`config.mk`:
```
export PLATFORM = sky130hd
export DESIGN_NAME = mem_request_unit
export DESIGN_NICKNAME = d
export VERILOG_FILES = /design/src/rtl/cpu_types_pkg.sv /design/src/rtl/mem_request_unit_link_reg.sv /design/src/rtl/mem_request_unit.sv
export SDC_FILE = /design/constraint.sdc
export NUM_CORES = 1
export LEC_CHECK = 0
export CAP_MARGIN = 30
export CORE_MARGIN = 2
export CORE_UTILIZATION = 54
export CTS_CLUSTER_DIAMETER = 200
export CTS_CLUSTER_SIZE = 12
export DETAILED_ROUTE_END_ITERATION = 10
export PLACE_DENSITY = 0.86
export SLEW_MARGIN = 20
export SYNTH_ARGS = -nofsm -noshare
export SYNTH_HDL_FRONTEND = slang
export SYNTH_HIERARCHICAL = 1
export SYNTH_SLANG_ARGS = --single-unit
```
`constraint.sdc`:
```
create_clock -name CLK -period 9.3 [get_ports CLK]
set_input_delay 1.86 -clock CLK [delete_from_list [all_inputs] [get_ports CLK]]
set_output_delay 1.86 -clock CLK [all_outputs]
set_load 0.1 [all_outputs]
```
`src/rtl/cpu_types_pkg.sv`:
```
// rtl/cpu_types_pkg.sv - shared opcode, word and request-state types for the data memory path
package cpu_types_pkg;

    typedef logic [31:0] word_t;

    typedef enum logic [5:0] {
        NOP  = 6'b000000,
        LW   = 6'b100011,
        SW   = 6'b101011,
        LL   = 6'b110000,
        SC   = 6'b111000,
        HALT = 6'b111111
    } opcode_t;

    typedef enum logic [2:0] {
        IDLE   = 3'd0,
        DREAD  = 3'd1,
        DWRITE = 3'd2,
        DONE   = 3'd3,
        HALTED = 3'd4
    } reqstate_t;

    function automatic logic is_read_op(input opcode_t op);
        return (op == LW) || (op == LL);
    endfunction

endpackage

```
`src/rtl/mem_request_unit_link_reg.sv`:
```
// rtl/mem_request_unit_link_reg.sv - LL/SC link register with coherence snoop invalidation
module link_reg #(
    parameter int ADDR_W = 32
) (
    input  logic              clk,
    input  logic              rst,
    input  logic              set,
    input  logic [ADDR_W-1:0] set_addr,
    input  logic              clear,
    input  logic              snoop_valid,
    input  logic [ADDR_W-1:0] snoop_addr,
    input  logic [ADDR_W-1:0] match_addr,
    output logic              match
);

    logic              link_valid;
    logic [ADDR_W-1:0] link_addr;

    // A snoop hitting the address being linked this very cycle must leave the link invalid.
    always_ff @(posedge clk) begin
        if (rst) begin
            link_valid <= 1'b0;
            link_addr  <= '0;
        end else if (set) begin
            link_addr  <= set_addr;
            link_valid <= !(snoop_valid && (snoop_addr == set_addr));
        end else if (clear || (snoop_valid && (snoop_addr == link_addr))) begin
            link_valid <= 1'b0;
        end
    end

    assign match = link_valid && (link_addr == match_addr);

endmodule

```
`src/rtl/mem_request_unit.sv`:
```
// rtl/mem_request_unit.sv - data memory request FSM with LL/SC link; STALL_COUNT_EN adds stall_cycles
module mem_request_unit
    import cpu_types_pkg::*;
#(
    parameter int ADDR_W = 32,
    parameter int WORD_W = 32
) (
    input  logic              CLK,
    input  logic              RST,
    input  logic              ihit,
    input  logic              dhit,
    input  logic              halt,
    input  logic [5:0]        mem_op,
    input  logic [ADDR_W-1:0] mem_addr,
    input  logic              snoop_valid,
    input  logic [ADDR_W-1:0] snoop_addr,
    output logic              iREN,
    output logic              dREN,
    output logic              dWEN,
    output logic              dhit_eff,
    output logic [WORD_W-1:0] sc_result,
    output logic              req_busy
`ifdef STALL_COUNT_EN
    ,
    output logic [31:0]       stall_cycles
`endif
);

    reqstate_t         state;
    opcode_t           req_op;
    logic [ADDR_W-1:0] req_addr;
    logic              sc_res_q;
    logic              sc_fail_pulse;

    opcode_t           op_in;
    logic              complete;
    logic              link_match;
    logic              link_set;
    logic              link_clear;
    logic              sc_success;
    logic [ADDR_W-1:0] match_addr;

    assign op_in      = opcode_t'(mem_op);
    assign complete   = ((state == DREAD) || (state == DWRITE)) && dhit;
    assign sc_success = complete && (state == DWRITE) && (req_op == SC);

    // IDLE checks the incoming SC; a pending SW checks its own latched address.
    assign match_addr = (state == IDLE) ? mem_addr : req_addr;
    assign link_set   = complete && (state == DREAD) && (req_op == LL);
    assign link_clear = sc_success ||
                        (complete && (state == DWRITE) && (req_op == SW) && link_match);

    link_reg #(.ADDR_W(ADDR_W)) u_link (
        .clk        (CLK),
        .rst        (RST),
        .set        (link_set),
        .set_addr   (req_addr),
        .clear      (link_clear),
        .snoop_valid(snoop_valid),
        .snoop_addr (snoop_addr),
        .match_addr (match_addr),
        .match      (link_match)
    );

    always_ff @(posedge CLK) begin
        if (RST) begin
            state         <= IDLE;
            req_op        <= NOP;
            req_addr      <= '0;
            sc_res_q      <= 1'b0;
            sc_fail_pulse <= 1'b0;
        end else begin
            sc_fail_pulse <= 1'b0;
            case (state)
                IDLE: begin
                    if (halt) begin
                        state <= HALTED;
                    end else if (is_read_op(op_in)) begin
                        state    <= DREAD;
                        req_op   <= op_in;
                        req_addr <= mem_addr;
                    end else if (op_in == SW) begin
                        state    <= DWRITE;
                        req_op   <= op_in;
                        req_addr <= mem_addr;
                    end else if (op_in == SC) begin
                        req_op   <= op_in;
                        req_addr <= mem_addr;
                        if (link_match) begin
                            state <= DWRITE;
                        end else begin
                            // Local fail: complete without touching memory.
                            state         <= DONE;
                            sc_fail_pulse <= 1'b1;
                            sc_res_q      <= 1'b0;
                        end
                    end
                end
                DREAD, DWRITE: begin
                    if (dhit) begin
                        if (sc_success) sc_res_q <= 1'b1;
                        state <= ihit ? IDLE : DONE;
                    end
                end
                DONE: begin
                    if (ihit) state <= IDLE;
                end
                HALTED: state <= HALTED;
                default: state <= IDLE;
            endcase
        end
    end

    assign dREN      = (state == DREAD);
    assign dWEN      = (state == DWRITE);
    assign req_busy  = dREN || dWEN;
    assign iREN      = (state != HALTED);
    assign dhit_eff  = complete || sc_fail_pulse;
    assign sc_result = {{(WORD_W-1){1'b0}}, (sc_success || sc_res_q)};

`ifdef STALL_COUNT_EN
    always_ff @(posedge CLK) begin
        if (RST) begin
            stall_cycles <= '0;
        end else if (req_busy && !dhit && (stall_cycles != 32'hFFFF_FFFF)) begin
            stall_cycles <= stall_cycles + 32'd1;
        end
    end
`endif

endmodule

```
# == Word-level counts from Yosys, hierarchy flattened ==
# Index checks and enable logic that the tools add are counted.
# totals
wordCells,87
latchBits,0
romBits,0
output_inout_bits,37
regBits,76
mem_count,0
mem_bits_rw,0
# classes
addsub,0
div,0
n_shift,0
n_bitwise,3
eq_ne,24
mul,0
n_reduce_logical,26
n_lt_le_gt_ge,0
muxes,27
# op_table
cell,count
two-way mux 32 bit,4
== test 32 bit,3
"== test 6 bit, second input constant",7
two-way mux 3 bit,6
two-way mux 6 bit,3
"!= test 2 bit, second input constant",7
case mux 3 bit (4 select lines),1
two-way mux 1 bit,11
logical AND 1 bit,10
AND reduction 8 bit,1
"== test 3 x 2 -> 1 bit, second input constant",2
logical OR 1 bit,6
AND reduction 3 bit,2
OR reduction 6 bit,1
"!= test 5 x 2 -> 1 bit, second input constant",1
nonzero test 2 bit,2
"== test 3 x 1 -> 1 bit, second input constant",1
"== test 3 bit, second input constant",1
zero test 3 bit,1
"!= test 3 bit, second input constant",1
NOT 1 bit,3
nonzero test 3 bit,1
two-way mux 2 bit,1
"!= test 2 x 1 -> 1 bit, second input constant",1
other kinds (3),3

# == Depth between registers and ports, before layout ==
# Gate-level depths: netlist of run 1.
# depth
ltp_word,10
mapped_depth,14
mapped_depth_nobuf,12

# == By module ==
# The synthesis of run 1 kept the hierarchy.
# modules_own_cells
mod,area_each_um2,cells_per_inst,seq_area_each_um2,n_inst
mem_request_unit,2386.0,281,860.8,1
link_reg,2213.4,239,660.6,1

# == Worst setup path before layout of run 1 ==
# OpenSTA, ideal clock, no wires.
# synth_timing
path_type,flip-flop to output port
startpoint,register state[0]
endpoint,output dhit_eff
path_slack_ns,3.180
arrival_time_ns,4.260
n_path_buf,1
path_stages_with_launch,5
path_cell_list,dfxtp_1 > buf_2 > nor3b_1 > or2_2 > a21o_1
# synth_between
elab_chain_cells,4
# synth_rtl
item,line,source
"start, declared",mem_request_unit.sv:29,reqstate_t state;
"start signal, assigned",mem_request_unit.sv:102,state <= ihit ? IDLE : DONE;
== test 3 x 1 -> 1 bit,n/a,
named net dREN,mem_request_unit.sv:18,"output logic dREN,"
logical OR 1 bit,n/a,
named net req_busy,mem_request_unit.sv:22,output logic req_busy
logical AND 1 bit,mem_request_unit.sv:44,assign complete = ((state == DREAD) || (state == DWRITE)) && dhit;
logical OR 1 bit,mem_request_unit.sv:118,assign dhit_eff = complete || sc_fail_pulse;
"end, declared",mem_request_unit.sv:20,"output logic dhit_eff,"
# The timed path passes the listed nets, and every way through them passes these cells.

# == Worst setup path after layout of run 1 ==
# layout_timing
startpoint,input dhit
endpoint,output sc_result[0]
# layout_between
elab_chain_cells,4
# layout_rtl
item,line,source
"start, declared",mem_request_unit.sv:11,"input logic dhit,"
logical AND 1 bit,mem_request_unit.sv:44,
logical AND 1 bit (2 in a row),mem_request_unit.sv:45,assign sc_success = complete && (state == DWRITE) && (req_op == SC);
logical OR 1 bit,mem_request_unit.sv:119,"assign sc_result = {{(WORD_W-1){1'b0}}, (sc_success || sc_res_q)};"
"end, declared",mem_request_unit.sv:21,"output logic [WORD_W-1:0] sc_result,"
# No other way between the ends.

==> results of run 1 <==
[worst max-delay path, cell delays in order]
cell and delay [ps]:
clkdlybuf4s50_1 540, and4b_1 230, a21oi_1 90, inv_1 60
clkdlybuf4s50_1 1120
[cell usage after synthesis]
cell | instances | area share
buf_6 | 2 | 0.0049
clkbuf_1 | 9 | 0.0073
dfxtp_1 | 76 | 0.33
nor4_2 | 1 | 0.0027
a211o_2 | 1 | 0.0022
or4b_1 | 1 | 0.0022
o21ai_0 | 3 | 0.0033
o211a_1 | 1 | 0.0022
xor2_1 | 66 | 0.13
nand4b_1 | 1 | 0.0019
nand3_1 | 6 | 0.0065
o22a_1 | 1 | 0.0019
nand4_1 | 9 | 0.012
or2_2 | 1 | 0.0014
inv_1 | 2 | 0.0016
a21o_1 | 1 | 0.0016
mux2i_1 | 32 | 0.070
nor3b_1 | 5 | 0.0082
nand2_1 | 77 | 0.063
nor3_1 | 8 | 0.0087
conb_1 | 1 | 0.00082
nor2_1 | 38 | 0.031
buf_4 | 32 | 0.052
and3_1 | 3 | 0.0041
a31oi_1 | 2 | 0.0027
and4b_1 | 1 | 0.0022
buf_12 | 3 | 0.013
and3b_1 | 1 | 0.0019
o31ai_1 | 1 | 0.0016
nor4_1 | 16 | 0.022
nand3b_1 | 1 | 0.0016
nor2b_1 | 2 | 0.0027
o2bb2ai_1 | 2 | 0.0038
o211ai_2 | 1 | 0.0027
mux2_2 | 32 | 0.078
a21oi_2 | 6 | 0.011
nor4_4 | 1 | 0.0046
buf_1 | 1 | 0.00082
buf_2 | 10 | 0.011
a21oi_1 | 32 | 0.035
xnor2_1 | 31 | 0.059
[worst max path at each step]
stage / end / slack (ps)
global placement: sc_result[0] / 3570
CTS: sc_result[0] / 3540
finish: sc_result[0] / 3530
floorplan: dhit_eff / 3180
global route: sc_result[0] / 3480
detailed placement: sc_result[0] / 3550
[layer usage]
layer | vias up | global-route usage | wire, um | part of all wire
li1 | 1829 | - | - | -
met1 | 1810 | 0.3058 | 4714 | 0.41
met2 | 145 | 0.4416 | 5765 | 0.50
met3 | 25 | 0.05795 | 847 | 0.073
met4 | 0 | 0.1009 | 274 | 0.024
met5 | - | 0 | 0 | 0
[power groups by stage]
stage	logic, W	registers (W)	clock network [W]
6_report	0.000251	0.000335	0.000225
2_1_floorplan	0.000196	0.000338	0
4_1_cts	0.000250	0.000335	0.000228
3_3_place_gp	0.000246	0.000343	0
3_5_place_dp	0.000249	0.000343	0
5_1_grt	0.000264	0.000336	0.000239
[state kept, by name, indices dropped and copies added (netlist names)]
| register | cells |
|---|---|
| state | 3 |
| sc_fail_pulse | 1 |
| u_link/link_addr | 32 |
| sc_res_q | 1 |
| req_addr | 32 |
| u_link/link_valid | 1 |
| req_op | 6 |
[kinds of logic after synthesis]
logic type / count (synthesis) / synth area share
AND/OR/NAND/NOR: 172 / 0.1766
XOR/XNOR: 97 / 0.1847
flip-flops: 76 / 0.3308
multiplexers: 64 / 0.1480
buffers and inverters: 59 / 0.09086
AO/OA/AOI/OAI: 51 / 0.06828
other: 1 / 0.0008153
[layout make-up]
type | count | area, um2 | area share
inverters | 2 | 7.507 | 0.001367
well taps | 105 | 131.4 | 0.02392
multi-input cells | 415 | 2788 | 0.5075
clock buffers | 11 | 141.4 | 0.02574
flip-flops and latches | 76 | 1521 | 0.2770
clock inverters | 5 | 27.53 | 0.005011
repair buffers | 86 | 875.8 | 0.1595
[per-stage QoR]
stage                     hold slack (ps)  instance area (um2)
after detailed placement            464.7                 5324
after floorplan                     444.1                 4712
after global routing                516.6                 5493
after global placement              462.6                 5276
final                               475.8                 5493
after CTS                           476.8                 5493
==> flow_summary.yaml, run 1 <==
clock_network:
  clock_latency_ps: 360
  cts_inserted_buffers: 9
  cts_max_level: 3
  root_buffer: "clkbuf_8"
  clk_path_buf_depth: 2
  path_clk_slew_ps: 80
  post-cts-setup-buffer-count: 0
  holdBufCountCts: 0
  cts_tree: "built"
  clkSinkCount: 76
  cts_resized: 0
floorplan:
  fp-row-count: 33
  die_w_um: 96.29
  start_util: 0.5598
  ioPinCount: 113
  core_region_area_um2: 8217
  die_h_um: 96.29
  die_area_um2: 9272
place:
  dpl.cell_count: 684
  gp_congestion: 0.9703
  port-buffer-count: 81
  dp_slack_ps: 3547
  dpl.hpwl_um: 8407
job:
  drv_cap: 0
worst_setup_path:
  crit_type: "input pin to primary output"
  crit_path_start: "dhit"
  crit_fanout: 5
  r2r_start: "state[2]"
  rr_endpoint: "u_link/link_valid"
  ff2ff_setup_slack_ps: 5680
  arrival_ps: 3910
  endpoint_kind: "primary output"
  reg2regPathDepth: 13
  startpoint_type: "input pin"
  critical_path_required_ps: 7440
power_and_ir_drop:
  switching_power_w: 0.0002858
  power.share.sequential: 0.413
  powerDensity_nw_per_um2: 147.8
  power_w: 0.0008119
  power.leakage_nw: 2.094
  p_comb_frac: 0.309
  pwr-share-clk: 0.278
  ir_drop_uv: 92.57
  power.internal_w: 0.0005261
  p_sw_frac: 0.3520
routing:
  antenna_left: 0
  detail_route.wl_per_cell_um: 16.57
  drt_iter0_drc: 299
  drt-pass1-iter-count: 4
  vias: 3809
  wirelength_um: 11600
  drc: 0
  routed_via_density: 5.441
grt:
  grt_pass1_vias: 3709
  grt_overflow: 0
  grt_pass1_wl_um: 17850
  antenna_found_initial: 0
  track_usage: 0.2553
  grt_max_degree: 78
cells_and_area:
  area_growth_pct: 19.42
  mostFrequentLayoutCells: "80 x clkdlybuf4s50_1, 77 x nand2_1, 76 x dfxtp_1"
  final_common_cell: "clkdlybuf4s50_1"
  stdcell_count: 700
  drive_gt1_frac: 0.1109
  n_fill_cell: 663
  diodes: 0
  fin_util: 0.6685
  num-nets-final: 666
synthesis:
  ys_seq_area_frac: 0.3308
  yosys_warnings: 6
  syn_avg_cell_area_um2: 8.845
  syn_inst: 520
  synth_cell_types: 41
  netlist_area_um2: 4599
  ys_seq_elements: 76
run_status:
  status: "finished, final reports clean"
sta:
  skew_ps: 7.257
  period_minus_slack_ps: 5766
  slew-limit-headroom: 0.3527
  finalCritPeriodShare: 0.6200
  rsz0062_at_grt: "no"
  worstMarginPinSlew_ps: 967.9
  fin_tns_setup_ps: 0
  setup_viol: 0
  fmax_mhz: 173.4
  finalHoldViolations: 0
  setup_ws_ps: 3534
  slew_violations: 0
hold_path:
  hold_class: "register to register"
  worstHoldPathCells: 2
  hold_end: "req_op[1]"
  hp-start: "req_op[1]"
Note: power is estimated with default switching activity, not from simulation.
==> run 2, diff against run 1 <==
CORE_UTILIZATION = 45   (was 54)
PLACE_DENSITY = 0.77   (was 0.86)
clock period = 5 ns   (was 9.3 ns; I/O delays follow)
==> run 2 against run 1 <==
Sequential share of layout area decreased by 0.54 points; combinational power is 88% higher; worst setup slack lost 2100 ps; sequential power is 86% higher; global-route usage fell by 3.8 points; design area is 2.0% higher; non-clock buffer count did not move; critical endpoint is now req_busy; clock skew about the same; clock-buffer cell count decreased by 2; routed wire length up 2.9%.
==> flow_summary.yaml, run 2 (same netlist as run 1, synthesis figures left out) <==
routing:
  wirelength_um: 11940
  drt_iter0_drc: 258
  drc: 0
  vias: 3823
  routed_via_density: 5.251
  detail_route.wl_per_cell_um: 16.41
  drt-pass1-iter-count: 4
  antenna_left: 0
hold_path:
  hold_class: "register to register"
  worstHoldPathCells: 2
clock_network:
  cts_resized: 0
  path_clk_slew_ps: 80
  cts_inserted_buffers: 9
  post-cts-setup-buffer-count: 0
  cts_tree: "built"
  clkSinkCount: 76
  clk_path_buf_depth: 2
  holdBufCountCts: 0
  root_buffer: "clkbuf_8"
  cts_max_level: 3
  clock_latency_ps: 350
floorplan:
  die_area_um2: 11050
  die_w_um: 105.1
  die_h_um: 105.1
  fp-row-count: 36
  core_region_area_um2: 9864
  start_util: 0.4663
  ioPinCount: 113
cells_and_area:
  reg_top3: "req_addr (32), u_link/link_addr (32), req_op (6)"
  area_growth_pct: 21.82
  final_common_cell: "clkdlybuf4s50_1"
  drive_gt1_frac: 0.1193
  mostFrequentLayoutCells: "78 x clkdlybuf4s50_1, 77 x nand2_1, 76 x dfxtp_1"
  num-nets-final: 666
  diodes: 0
  stdcell_count: 728
grt:
  grt_pass1_wl_um: 18990
  grt_overflow: 0
  grt_pass1_vias: 3704
  grt_max_degree: 77
  use_met3: 0.03556
  met2_usage: 0.3562
  grtUsageMet1: 0.2939
  top_usage_layer: "met2"
  track_usage: 0.2178
  antenna_found_initial: 0
place:
  gp_congestion: 0.8787
  dp_slack_ps: 1406
  port-buffer-count: 81
  dpl.hpwl_um: 8775
  dpl.cell_count: 712
sta:
  setup_ws_ps: 1469
  skew_ps: 7.532
  slew-limit-headroom: 0.3569
  slew_violations: 0
  finalHoldViolations: 0
  fin_tns_setup_ps: 0
  worstMarginPinSlew_ps: 961.7
  finalCritPeriodShare: 0.7061
  period_minus_slack_ps: 3531
  rsz0062_at_grt: "no"
  fmax_mhz: 283.2
  setup_viol: 0
worst_setup_path:
  critical_path_required_ps: 4000
  crit_type: "register to primary output"
  reg2regPathDepth: 13
  startpoint_type: "register"
  crit_fanout: 8
  endpoint_kind: "primary output"
  arrival_ps: 2530
power_and_ir_drop:
  ir_drop_uv: 158.1
  power.leakage_nw: 2.130
  powerDensity_nw_per_um2: 296.1
run_status:
  status: "finished, final reports clean"
job:
  drv_cap: 0
-- run 2: final cells by class --
class / count / area, um2
sequential: 76 / 1521
tap: 133 / 166.4
clock inverter: 7 / 115.1
clock buffer: 9 / 123.9
inverter: 2 / 7.507
fill: 876 / 4262
timing repair buffer: 86 / 870.8
multi-input combinational: 415 / 2798
-- run 2: path summary, 6_finish.rpt --
path                  start           endpoint  slack [ps]
hold reg to reg   req_op[3]          req_op[3]         490
hold / removal    req_op[3]          req_op[3]         490
setup / recovery   state[0]           req_busy        1470
setup reg to reg   state[2]  u_link/link_valid        1590
-- run 2: layer usage --
metal	vias up	wire, um
met2	165	5640
met5	-	0
li1	1833	-
met3	15	867
met1	1810	5245
met4	0	191
-- run 2: critical path, stage by stage, from the launching register on --
cell and delay, ps:
dfxtp_1 550, nor3b_2 340, or2_2 180, clkdlybuf4s50_1 1120
-- run 2: where the power goes --
part | internal [W] | switching [W]
combinational | 0.000177 | 0.000295
clock | 0.000330 | 0.000233
sequential | 0.000611 | 0.0000130
-- run 2: metrics by stage --
| step | util | instance area [um2] | hold WS [ps] | total power [W] |
|---|---|---|---|---|
| after global placement | 0.5389 | 5316 | 457.5 | 0.001100 |
| after floorplan | - | 4722 | 444.1 | 0.0009947 |
| after global routing | 0.5680 | 5603 | 522.0 | 0.001713 |
| after detailed placement | 0.5438 | 5364 | 477.9 | 0.001105 |
| final | 0.5680 | 5603 | 486.1 | 0.001659 |
| after CTS | 0.5680 | 5603 | 489.2 | 0.001667 |
